===== src/rtl/updown_bounded_counter_if.sv =====
// ---------------------------------------------------------------------------
// updown_bounded_counter_if
// Bundles the control, bound and status signals of updown_bounded_counter.
//   master : drives set_i, Din_i, up_i, down_i, step_i, min_i, max_i,
//            sat_mode_i, clear_flags_i; observes every status output.
//   slave  : the counter; receives the controls and drives counter_o,
//            at_max_o, at_min_o, wrap_o, sat_o, over_sticky_o,
//            under_sticky_o, cfg_err_o.
// ---------------------------------------------------------------------------
interface updown_bounded_counter_if #(
    parameter int unsigned width_p      = 4,
    parameter int unsigned step_width_p = 2
);
    logic                    set_i;
    logic [width_p-1:0]      Din_i;
    logic                    up_i;
    logic                    down_i;
    logic [step_width_p-1:0] step_i;
    logic [width_p-1:0]      min_i;
    logic [width_p-1:0]      max_i;
    logic                    sat_mode_i;
    logic                    clear_flags_i;
    logic [width_p-1:0]      counter_o;
    logic                    at_max_o;
    logic                    at_min_o;
    logic                    wrap_o;
    logic                    sat_o;
    logic                    over_sticky_o;
    logic                    under_sticky_o;
    logic                    cfg_err_o;

    modport master (
        output set_i, Din_i, up_i, down_i, step_i, min_i, max_i,
               sat_mode_i, clear_flags_i,
        input  counter_o, at_max_o, at_min_o, wrap_o, sat_o,
               over_sticky_o, under_sticky_o, cfg_err_o
    );

    modport slave (
        input  set_i, Din_i, up_i, down_i, step_i, min_i, max_i,
               sat_mode_i, clear_flags_i,
        output counter_o, at_max_o, at_min_o, wrap_o, sat_o,
               over_sticky_o, under_sticky_o, cfg_err_o
    );
endinterface


===== src/rtl/updown_bounded_counter.sv =====
// ---------------------------------------------------------------------------
// updown_bounded_counter
// Up/down counter with programmable inclusive bounds [min_i, max_i], variable
// step, wrap or saturate behaviour at the bounds, one-cycle wrap/sat pulses
// and sticky over/under crossing flags.
// Ports:
//   clk_i    : clock, all state updates on the posedge
//   reset_i  : synchronous active-high reset (counter <= reset_val_p, flags 0)
//   bus      : updown_bounded_counter_if.slave
//              inputs  set_i, Din_i, up_i, down_i, step_i, min_i, max_i,
//                      sat_mode_i, clear_flags_i
//              outputs counter_o (reg), wrap_o/sat_o (reg pulses),
//                      over_sticky_o/under_sticky_o (reg),
//                      at_max_o/at_min_o/cfg_err_o (combinational)
// ---------------------------------------------------------------------------
module updown_bounded_counter #(
    parameter int unsigned width_p      = 4,
    parameter int unsigned step_width_p = 2,
    parameter int unsigned reset_val_p  = 0
) (
    input  logic                     clk_i,
    input  logic                     reset_i,
    updown_bounded_counter_if.slave  bus
);

    logic [width_p-1:0]        cnt_q,   cnt_d;
    logic                      wrap_q,  wrap_d;
    logic                      sat_q,   sat_d;
    logic                      over_q,  over_d;
    logic                      under_q, under_d;

    logic                      cfg_err;
    logic [width_p:0]          sum;
    logic signed [width_p+1:0] diff;
    logic signed [width_p+1:0] min_s;

    // Load value forced into the legal window.
    function automatic logic [width_p-1:0] clamp_to_bounds(
        input logic [width_p-1:0] val,
        input logic [width_p-1:0] lo,
        input logic [width_p-1:0] hi
    );
        if (val < lo)      return lo;
        else if (val > hi) return hi;
        else               return val;
    endfunction

    assign cfg_err = (bus.min_i > bus.max_i);

    // One extra bit on the sum so a full-range overflow is still seen as > max.
    assign sum   = {1'b0, cnt_q} + {{(width_p+1-step_width_p){1'b0}}, bus.step_i};
    // Two extra bits: one for the sign, one so the zero-extended operands stay positive.
    assign diff  = $signed({2'b00, cnt_q})
                 - $signed({{(width_p+2-step_width_p){1'b0}}, bus.step_i});
    assign min_s = $signed({2'b00, bus.min_i});

    always_comb begin
        cnt_d   = cnt_q;
        wrap_d  = 1'b0;
        sat_d   = 1'b0;
        // A crossing below overrides the clear, so set wins over clear.
        over_d  = over_q  & ~bus.clear_flags_i;
        under_d = under_q & ~bus.clear_flags_i;

        if (!cfg_err) begin
            if (bus.set_i) begin
                cnt_d = clamp_to_bounds(bus.Din_i, bus.min_i, bus.max_i);
            end else if ((bus.up_i != bus.down_i) && (bus.step_i != '0)) begin
                if (bus.up_i) begin
                    if (sum > {1'b0, bus.max_i}) begin
                        over_d = 1'b1;
                        if (bus.sat_mode_i) begin
                            cnt_d = bus.max_i;
                            sat_d = 1'b1;
                        end else begin
                            cnt_d  = bus.min_i;
                            wrap_d = 1'b1;
                        end
                    end else begin
                        cnt_d = sum[width_p-1:0];
                    end
                end else begin
                    if (diff < min_s) begin
                        under_d = 1'b1;
                        if (bus.sat_mode_i) begin
                            cnt_d = bus.min_i;
                            sat_d = 1'b1;
                        end else begin
                            cnt_d  = bus.max_i;
                            wrap_d = 1'b1;
                        end
                    end else begin
                        cnt_d = diff[width_p-1:0];
                    end
                end
            end
        end
    end

    always_ff @(posedge clk_i) begin
        if (reset_i) begin
            cnt_q   <= width_p'(reset_val_p);
            wrap_q  <= 1'b0;
            sat_q   <= 1'b0;
            over_q  <= 1'b0;
            under_q <= 1'b0;
        end else begin
            cnt_q   <= cnt_d;
            wrap_q  <= wrap_d;
            sat_q   <= sat_d;
            over_q  <= over_d;
            under_q <= under_d;
        end
    end

    assign bus.counter_o      = cnt_q;
    assign bus.wrap_o         = wrap_q;
    assign bus.sat_o          = sat_q;
    assign bus.over_sticky_o  = over_q;
    assign bus.under_sticky_o = under_q;
    assign bus.at_max_o       = (cnt_q == bus.max_i);
    assign bus.at_min_o       = (cnt_q == bus.min_i);
    assign bus.cfg_err_o      = cfg_err;

endmodule


===== src/flat_wrapper.sv =====
// flat-port wrapper written by rule: the top's interface ports become plain ports
module updown_bounded_counter_flat 
#(
    parameter int unsigned width_p      = 4,
    parameter int unsigned step_width_p = 2,
    parameter int unsigned reset_val_p  = 0
)
  (clk_i, reset_i, bus_set_i, bus_Din_i, bus_up_i, bus_down_i, bus_step_i, bus_min_i, bus_max_i, bus_sat_mode_i, bus_clear_flags_i, bus_counter_o, bus_at_max_o, bus_at_min_o, bus_wrap_o, bus_sat_o, bus_over_sticky_o, bus_under_sticky_o, bus_cfg_err_o);
  updown_bounded_counter_if #(.width_p(width_p), .step_width_p(step_width_p)) bus_i ();
  input  logic clk_i;
  input  logic reset_i;
  input wire logic [$bits(bus_i.set_i)-1:0] bus_set_i;
  input wire logic [$bits(bus_i.Din_i)-1:0] bus_Din_i;
  input wire logic [$bits(bus_i.up_i)-1:0] bus_up_i;
  input wire logic [$bits(bus_i.down_i)-1:0] bus_down_i;
  input wire logic [$bits(bus_i.step_i)-1:0] bus_step_i;
  input wire logic [$bits(bus_i.min_i)-1:0] bus_min_i;
  input wire logic [$bits(bus_i.max_i)-1:0] bus_max_i;
  input wire logic [$bits(bus_i.sat_mode_i)-1:0] bus_sat_mode_i;
  input wire logic [$bits(bus_i.clear_flags_i)-1:0] bus_clear_flags_i;
  output wire logic [$bits(bus_i.counter_o)-1:0] bus_counter_o;
  output wire logic [$bits(bus_i.at_max_o)-1:0] bus_at_max_o;
  output wire logic [$bits(bus_i.at_min_o)-1:0] bus_at_min_o;
  output wire logic [$bits(bus_i.wrap_o)-1:0] bus_wrap_o;
  output wire logic [$bits(bus_i.sat_o)-1:0] bus_sat_o;
  output wire logic [$bits(bus_i.over_sticky_o)-1:0] bus_over_sticky_o;
  output wire logic [$bits(bus_i.under_sticky_o)-1:0] bus_under_sticky_o;
  output wire logic [$bits(bus_i.cfg_err_o)-1:0] bus_cfg_err_o;
  assign bus_i.set_i = bus_set_i;
  assign bus_i.Din_i = bus_Din_i;
  assign bus_i.up_i = bus_up_i;
  assign bus_i.down_i = bus_down_i;
  assign bus_i.step_i = bus_step_i;
  assign bus_i.min_i = bus_min_i;
  assign bus_i.max_i = bus_max_i;
  assign bus_i.sat_mode_i = bus_sat_mode_i;
  assign bus_i.clear_flags_i = bus_clear_flags_i;
  assign bus_counter_o = bus_i.counter_o;
  assign bus_at_max_o = bus_i.at_max_o;
  assign bus_at_min_o = bus_i.at_min_o;
  assign bus_wrap_o = bus_i.wrap_o;
  assign bus_sat_o = bus_i.sat_o;
  assign bus_over_sticky_o = bus_i.over_sticky_o;
  assign bus_under_sticky_o = bus_i.under_sticky_o;
  assign bus_cfg_err_o = bus_i.cfg_err_o;
  updown_bounded_counter #(.width_p(width_p), .step_width_p(step_width_p), .reset_val_p(reset_val_p)) u_core (.clk_i(clk_i), .reset_i(reset_i), .bus(bus_i));
endmodule

===== config.mk =====
export PLATFORM = sky130hd
export DESIGN_NAME = updown_bounded_counter_flat
export DESIGN_NICKNAME = d
export VERILOG_FILES = /design/src/rtl/updown_bounded_counter_if.sv /design/src/rtl/updown_bounded_counter.sv /design/src/flat_wrapper.sv
export SDC_FILE = /design/constraint.sdc
export NUM_CORES = 1
export LEC_CHECK = 0
export CELL_PAD_IN_SITES_DETAIL_PLACEMENT = 1
export CELL_PAD_IN_SITES_GLOBAL_PLACEMENT = 2
export CORE_MARGIN = 4
export CORE_UTILIZATION = 32
export CTS_BUF_LIST = sky130_fd_sc_hd__clkbuf_4 sky130_fd_sc_hd__clkbuf_8
export CTS_CLUSTER_SIZE = 10
export DETAILED_ROUTE_END_ITERATION = 16
export GPL_ROUTABILITY_DRIVEN = 1
export PLACE_DENSITY_LB_ADDON = 0.1
export SETUP_SLACK_MARGIN = 0.5
export SYNTH_ARGS = -nofsm -noshare
export SYNTH_HDL_FRONTEND = slang
export SYNTH_SLANG_ARGS = --single-unit

===== constraint.sdc =====
create_clock -name clk_i -period 6.7 [get_ports clk_i]
set_input_delay 0.67 -clock clk_i [delete_from_list [all_inputs] [get_ports clk_i]]
set_output_delay 0.67 -clock clk_i [all_outputs]
set_load 0.05 [all_outputs]

==> reports/metrics.csv, run 1 <==
stage,metric,value,unit
run_status,outcome,completed,
cts,clock-sinks,8,
pwr,powerDensity,197,nW/um2
final_layout,areaGrowthSynthToFinish,26.0,%
drt,ant_nets,0,
sta,timing.final.crit_share,0.557,
final_layout,fin_cells,267,
final_layout,finalNetCount,262,
final_layout,insertedDiodeCount,0,
die,coreArea,4410,um2
drt,avgRoutedWirePerCell,19.4,um
min_path,min_path_type,flop to flop,
setup_path,crit_chain,clkdlybuf4s50_1 -> inv_1 -> ha_1 -> a21oi_1 -> o21ai_1 -> and2_1 -> clkdlybuf4s50_1,
cts,cts_resized,0,
cts,cts.htree.levels,1,
setup_path,path_common_cell,clkdlybuf4s50_1,
cts,cts_tree,done,
synthesis,yosys_register_bits,8,
cts,cts_max_path_buffers,2,
sta,fin_crit,3730,ps
synthesis,synthTopCellsByArea,"ha_1 19%, dfxtp_1 11%, xor2_1 6.0%, a21oi_1 5.8%, inv_1 5.4%",
sta,max_freq,0.268,GHz
drt,drtPass1Iterations,4,
setup_path,cpMaxStageDelayCell,clkdlybuf4s50_1,
pwr,pwr-share-clk,0.161,
pwr,power,365,uW
global_routing,grt_pass1_wl,8.38,mm
final_layout,regArea,160,um2
die,die_area,5740,um2
setup_path,cp-start-kind,input pin,
drt,routed_wl,5.17,mm
placement,port_buffers,31,
pwr,switchingPower,175,uW
drt,routed_via_density,5.85,
pwr,internal_power,190,uW
placement,gp_congestion,0.947,
setup_path,arrival,3060,ps
die,start_util,0.333,
synthesis,synth_top_area_share,0.187,
sta,rsz0062_at_grt,false,
die,ios,32,
setup_path,critPathMaxStageDelay,800,ps
pwr,pwr-share-comb,0.652,
placement,dpl.hpwl,4.33,mm
cts,clk_latency,230,ps
synthesis,yosysWarnings,0,
final_layout,multiInputGateArea,1190,um2
synthesis,synth_area,1470,um2
setup_path,cp.required,6030,ps
cts,postCtsSetupRepairBufs,0,
pwr,static-leakage-power,0.000773,uW
die,die_h,75.8,um
drt,drt_iter0_markers,34,
final_layout,drive_gt1_frac,0.0605,
sta,maxSlewViolCount,0,
placement,dp.cells,264,
sta,setup_viol,0,
synthesis,yosys.area.top_type,ha_1,
synthesis,async_flop_share,0,
synthesis,syn_area_per_cell,7.90,um2
job,drv_cap,0,
pwr,switching_share,0.480,
synthesis,synth_edf_count,0,
sta,slew_headroom,0.610,
setup_path,path_class,input pin to output pin,
cts,root_buffer,clkbuf_8,
global_routing,antenna_found_initial,0,
global_routing,track_usage,0.191,
synthesis,syn_inst,186,
pwr,ir_drop,0.0953,mV
die,std_cell_rows,24,
sta,setup_tns,0,ps
sta,fin_skew,2.74,ps
synthesis,synthFlopType,dfxtp_1,
final_layout,n_fill_cell,551,
sta,tightest_slew,570,ps
pwr,seq_power_share,0.187,
setup_path,crit_fanout,5,
sta,finalHoldViolCount,0,
sta,whs,490,ps
synthesis,syn-num-nets,231,
drt,vias,1562,
die,die_x,75.8,um
synthesis,synth_cell_types,59,
global_routing,grt_max_degree,13,
global_routing,grt_pass1_vias,1689,
setup_path,crit_path_end_kind,output pin,
cts,cts_made_buffers,3,
global_routing,overflow,0,
cts,cts_hold_buf,0,
synthesis,synth_seq_area_share,0.109,
cts,clk_pin_slew,40,ps
drt,drcViolationCount,0,
## worst max-delay path: cells and delay by family
family	cells	cell delay [ps]
compound gates	2	380
buf+inv	3	1490
fa+ha+maj	1	340
simple gates	1	180
## placed cells by master (no fill, tap or decap), types with 3 or more instances in the layout
cell | netlist | final
clkdlybuf4s50_1 | 0 | 31
nor3_1 | 3 | 3
clkbuf_8 | 0 | 3
o21ai_1 | 5 | 5
ha_1 | 22 | 22
dfxtp_1 | 8 | 8
o21ai_0 | 5 | 5
nor2_1 | 10 | 10
nor3b_1 | 4 | 4
inv_1 | 21 | 21
xnor2_1 | 3 | 3
xor2_1 | 10 | 10
o21a_1 | 4 | 4
a211o_1 | 3 | 3
o211ai_1 | 4 | 4
nand2_1 | 13 | 13
a21oi_1 | 17 | 17
## routing by layer
metal	GRT usage	wire length, um
met3	0.0198	130
met2	0.333	2550
met5	0	0
met4	0.0544	100
met1	0.247	2390
## cell type report
type / count / share of cell area
timing repair buffer: 31 / 0.167
multi-input combinational: 151 / 0.644
tap: 52 / 0.0351
clock buffer: 3 / 0.0223
sequential: 8 / 0.0864
inverter: 22 / 0.0446
## cell usage after synthesis (all sizes together) (2+ instances only)
| cell | number |
|---|---|
| a2111oi | 3 |
| a211o | 3 |
| a211oi | 2 |
| a21boi | 2 |
| a21oi | 18 |
| buf | 4 |
| dfxtp | 8 |
| fa | 2 |
| ha | 22 |
| inv | 22 |
| nand2 | 14 |
| nand3 | 2 |
| nand4 | 2 |
| nand4b | 2 |
| nor2 | 11 |
| nor3 | 3 |
| nor3b | 4 |
| nor4 | 2 |
| o2111a | 2 |
| o2111ai | 2 |
| o211ai | 4 |
| o21a | 4 |
| o21ai | 10 |
| o32ai | 3 |
| xnor2 | 3 |
| xor2 | 10 |
## through the flow
step | utilization | cell area (um2) | worst slack (ps)
4_1_cts | 0.420 | 1850 | 2980
2_1_floorplan | - | 1470 | 3530
3_5_place_dp | 0.410 | 1810 | 2800
5_1_grt | 0.420 | 1850 | 2730
3_3_place_gp | 0.410 | 1810 | 2870
6_report | 0.420 | 1850 | 2970
## power groups by stage
stage               clock network, uW  logic, uW  registers, uW
global placement                    0        229           68.8
floorplan                           0        157           75.5
CTS                              59.5        239           67.9
global route                     62.3        264           69.4
finish                           58.7        238           68.3
detailed placement                  0        238           68.7
## cells by family after synthesis
logic type,synth area share
flops,0.109
simple gates,0.172
compound gates,0.348
buf+inv,0.0791
fa+ha+maj,0.214
xor+xnor,0.0774
## flip-flops by register name (all words and copies together) (netlist names)
signal                     flops
u_core.bus.sat_o               1
u_core.bus.wrap_o              1
u_core.bus.under_sticky_o      1
u_core.bus.over_sticky_o       1
u_core.bus.counter_o           4
## path summary, 6_finish.rpt
check                                        from                                    to  slack (ps)  depth (start not counted)
min           u_core.bus.over_sticky_o$_SDFF_PP0_   u_core.bus.over_sticky_o$_SDFF_PP0_         490                          2
max reg2reg  u_core.bus.counter_o[1]$_SDFFE_PP0P_  u_core.bus.counter_o[0]$_SDFFE_PP0P_        3420                         10
max                                  bus_max_i[1]                         bus_cfg_err_o        2970                          7
min reg2reg   u_core.bus.over_sticky_o$_SDFF_PP0_   u_core.bus.over_sticky_o$_SDFF_PP0_         490                          2
(Power assumes the default switching activity.)
==> inputs of run 2 (changes only) <==
CORE_UTILIZATION = 30   (was 32)
clock period = 3.9 ns   (was 6.7 ns; I/O delays follow)
==> reports/metrics.csv, run 2 (synthesis results as in run 1) <==
stage,metric,value,unit,change
cts,cts_hold_buf,0,,unchanged
global_routing,grt_pass1_wl,8.85,mm,+5.7%
cts,root_buffer,clkbuf_8,,
sta,maxSlewViolCount,0,,unchanged
placement,gp_congestion,0.872,,-7.9%
final_layout,largest_reg_flops,4,,unchanged
sta,tightest_slew,578,ps,+8.04 ps
pwr,pwr-share-comb,0.661,,+0.009
global_routing,antenna_found_initial,0,,unchanged
sta,fin_skew,1.87,ps,-0.867 ps
drt,routed_wl,5.33,mm,+3.1%
final_layout,insertedDiodeCount,0,,unchanged
global_routing,overflow,0,,unchanged
pwr,ir_drop,0.177,mV,+85%
placement,dpl.hpwl,4.46,mm,+2.9%
global_routing,grt_max_degree,13,,unchanged
drt,vias,1576,,+0.90%
setup_path,crit_fanout,4,,-1
drt,drcViolationCount,0,,unchanged
drt,routed_via_density,5.55,,-5.1%
sta,setup_tns,0,ps,unchanged
pwr,switching_share,0.480,,-0.000941
setup_path,cp-start-kind,input pin,,
pwr,powerDensity,336,nW/um2,+70%
final_layout,mostFrequentLayoutCell,clkdlybuf4s50_1,,
drt,ant_nets,0,,unchanged
cts,cts_made_buffers,3,,unchanged
drt,drt_iter0_markers,48,,+41%
sta,timing.final.crit_share,0.823,,
placement,port_buffers,31,,unchanged
setup_path,crit_chain,clkdlybuf4s50_1 -> ha_1 -> inv_1 -> fa_2 -> xnor2_1 -> ha_1 -> or2_1 -> o32a_1 -> a21oi_1 -> a21oi_1 -> a221oi_2 -> o32ai_2,,
final_layout,n_fill_cell,584,,+6.0%
pwr,seq_power_share,0.180,,-0.007
final_layout,regArea,160,um2,unchanged
drt,avgRoutedWirePerCell,18.8,um,-3.1%
cts,cts_max_path_buffers,2,,unchanged
min_path,min_path_type,flop to flop,,
setup_path,path_class,input pin to flop,,
die,ios,32,,unchanged
cts,clk_latency,230,ps,about the same
pwr,static-leakage-power,0.000792,uW,+2.4%
pwr,power,640,uW,+75%
run_status,outcome,completed,,
final_layout,final_cell_mix,"30 x clkdlybuf4s50_1, 21 x inv_1, 21 x ha_1",,
die,die_x,78.0,um,+2.9%
sta,rsz0062_at_grt,true,,
sta,slew_headroom,0.610,,about the same
global_routing,track_usage,0.183,,-0.00784
sta,finalHoldViolCount,0,,unchanged
setup_path,crit_path_end_kind,flop,,
cts,cts_tree,done,,
setup_path,cpMaxStageDelayCell,clkdlybuf4s50_1,,
drt,drtPass1Iterations,4,,unchanged
die,die_h,78.0,um,+2.9%
final_layout,drive_gt1_frac,0.0922,,+0.0317
cts,clk_pin_slew,40,ps,about the same
die,std_cell_rows,25,,+4.2%
pwr,internal_power,333,uW,+76%
sta,fin_crit,3210,ps,
pwr,pwr-share-clk,0.159,,-0.002
die,die_area,6080,um2,+6.0%
final_layout,multiInputGateArea,1210,um2,+1.4%
cts,cts.htree.levels,1,,unchanged
setup_path,cp.required,3990,ps,-2040 ps
die,start_util,0.311,,-0.0218
setup_path,arrival,3300,ps,+240 ps
pwr,switchingPower,307,uW,+75%
sta,max_freq,0.312,GHz,
global_routing,grt_pass1_vias,1725,,+2.1%
sta,setup_viol,0,,unchanged
final_layout,areaGrowthSynthToFinish,29.6,%,
die,coreArea,4720,um2,+7.0%
sta,whs,493,ps,+3.78 ps
cts,clock-sinks,8,,unchanged
job,drv_cap,0,,unchanged
final_layout,finalNetCount,264,,+0.76%
setup_path,critPathMaxStageDelay,510,ps,-290 ps
run 2: path summary, 6_finish.rpt:
| check | from | to | slack (ps) | cells after the start |
|---|---|---|---|---|
| max reg2reg | u_core.bus.counter_o[1]$_SDFFE_PP0P_ | u_core.bus.counter_o[0]$_SDFFE_PP0P_ | 780 | 11 |
| max | bus_step_i[0] | u_core.bus.counter_o[0]$_SDFFE_PP0P_ | 690 | 12 |
| min | u_core.bus.over_sticky_o$_SDFF_PP0_ | u_core.bus.over_sticky_o$_SDFF_PP0_ | 490 | 2 |
| min reg2reg | u_core.bus.over_sticky_o$_SDFF_PP0_ | u_core.bus.over_sticky_o$_SDFF_PP0_ | 490 | 2 |
run 2: through the flow:
stage | instances | area, um2 | setup slack [ps] | util
floorplan | 186 | 1470 | 832 | -
global placement | 280 | 1840 | 368 | 0.389
detailed placement | 280 | 1840 | 240 | 0.389
CTS | 283 | 1880 | 522 | 0.399
global route | 284 | 1910 | 483 | 0.403
finish | 284 | 1910 | 692 | 0.403
run 2: per-layer routing:
layer  global-route usage  up-vias  share of wire
li1                     -      754              -
met1                0.241      763           0.46
met2                0.309       50           0.47
met3               0.0255        9          0.053
met4               0.0524        0          0.018
met5                    0        -              0
run 2: power by group through the flow:
stage                     Sequential [uW]  Clock, uW  Combinational (uW)
after floorplan                       130          0                 270
after global placement                116          0                 398
after detailed placement              118          0                 413
after global routing                  118        113                 468
after CTS                             116        104                 418
final                                 115        102                 423
run 2: final cells by class:
| class | count | share of cell area |
|---|---|---|
| Multi-Input combinational cell | 151 | 0.635 |
| Clock buffer | 3 | 0.0217 |
| Tap cell | 67 | 0.0440 |
| Sequential cell | 8 | 0.0840 |
| Inverter | 22 | 0.0433 |
| Timing Repair Buffer | 33 | 0.172 |
run 2: timing repair:
action	CTS	global route
buffers inserted	0	1
pin swaps	0	2
resized for setup	1	5
endpoints found under the setup margin	1	5
hold endpoints to repair	0	0
run 2: worst max-delay path, delay by kind of cell:
kind / cells / cell delay [ps]
adders and majority gates: 3 / 800
and+or+nand+nor: 1 / 250
buffers and inverters: 2 / 580
xor gates and xnor gates: 1 / 160
AOI/OAI and AO/OA: 5 / 1120
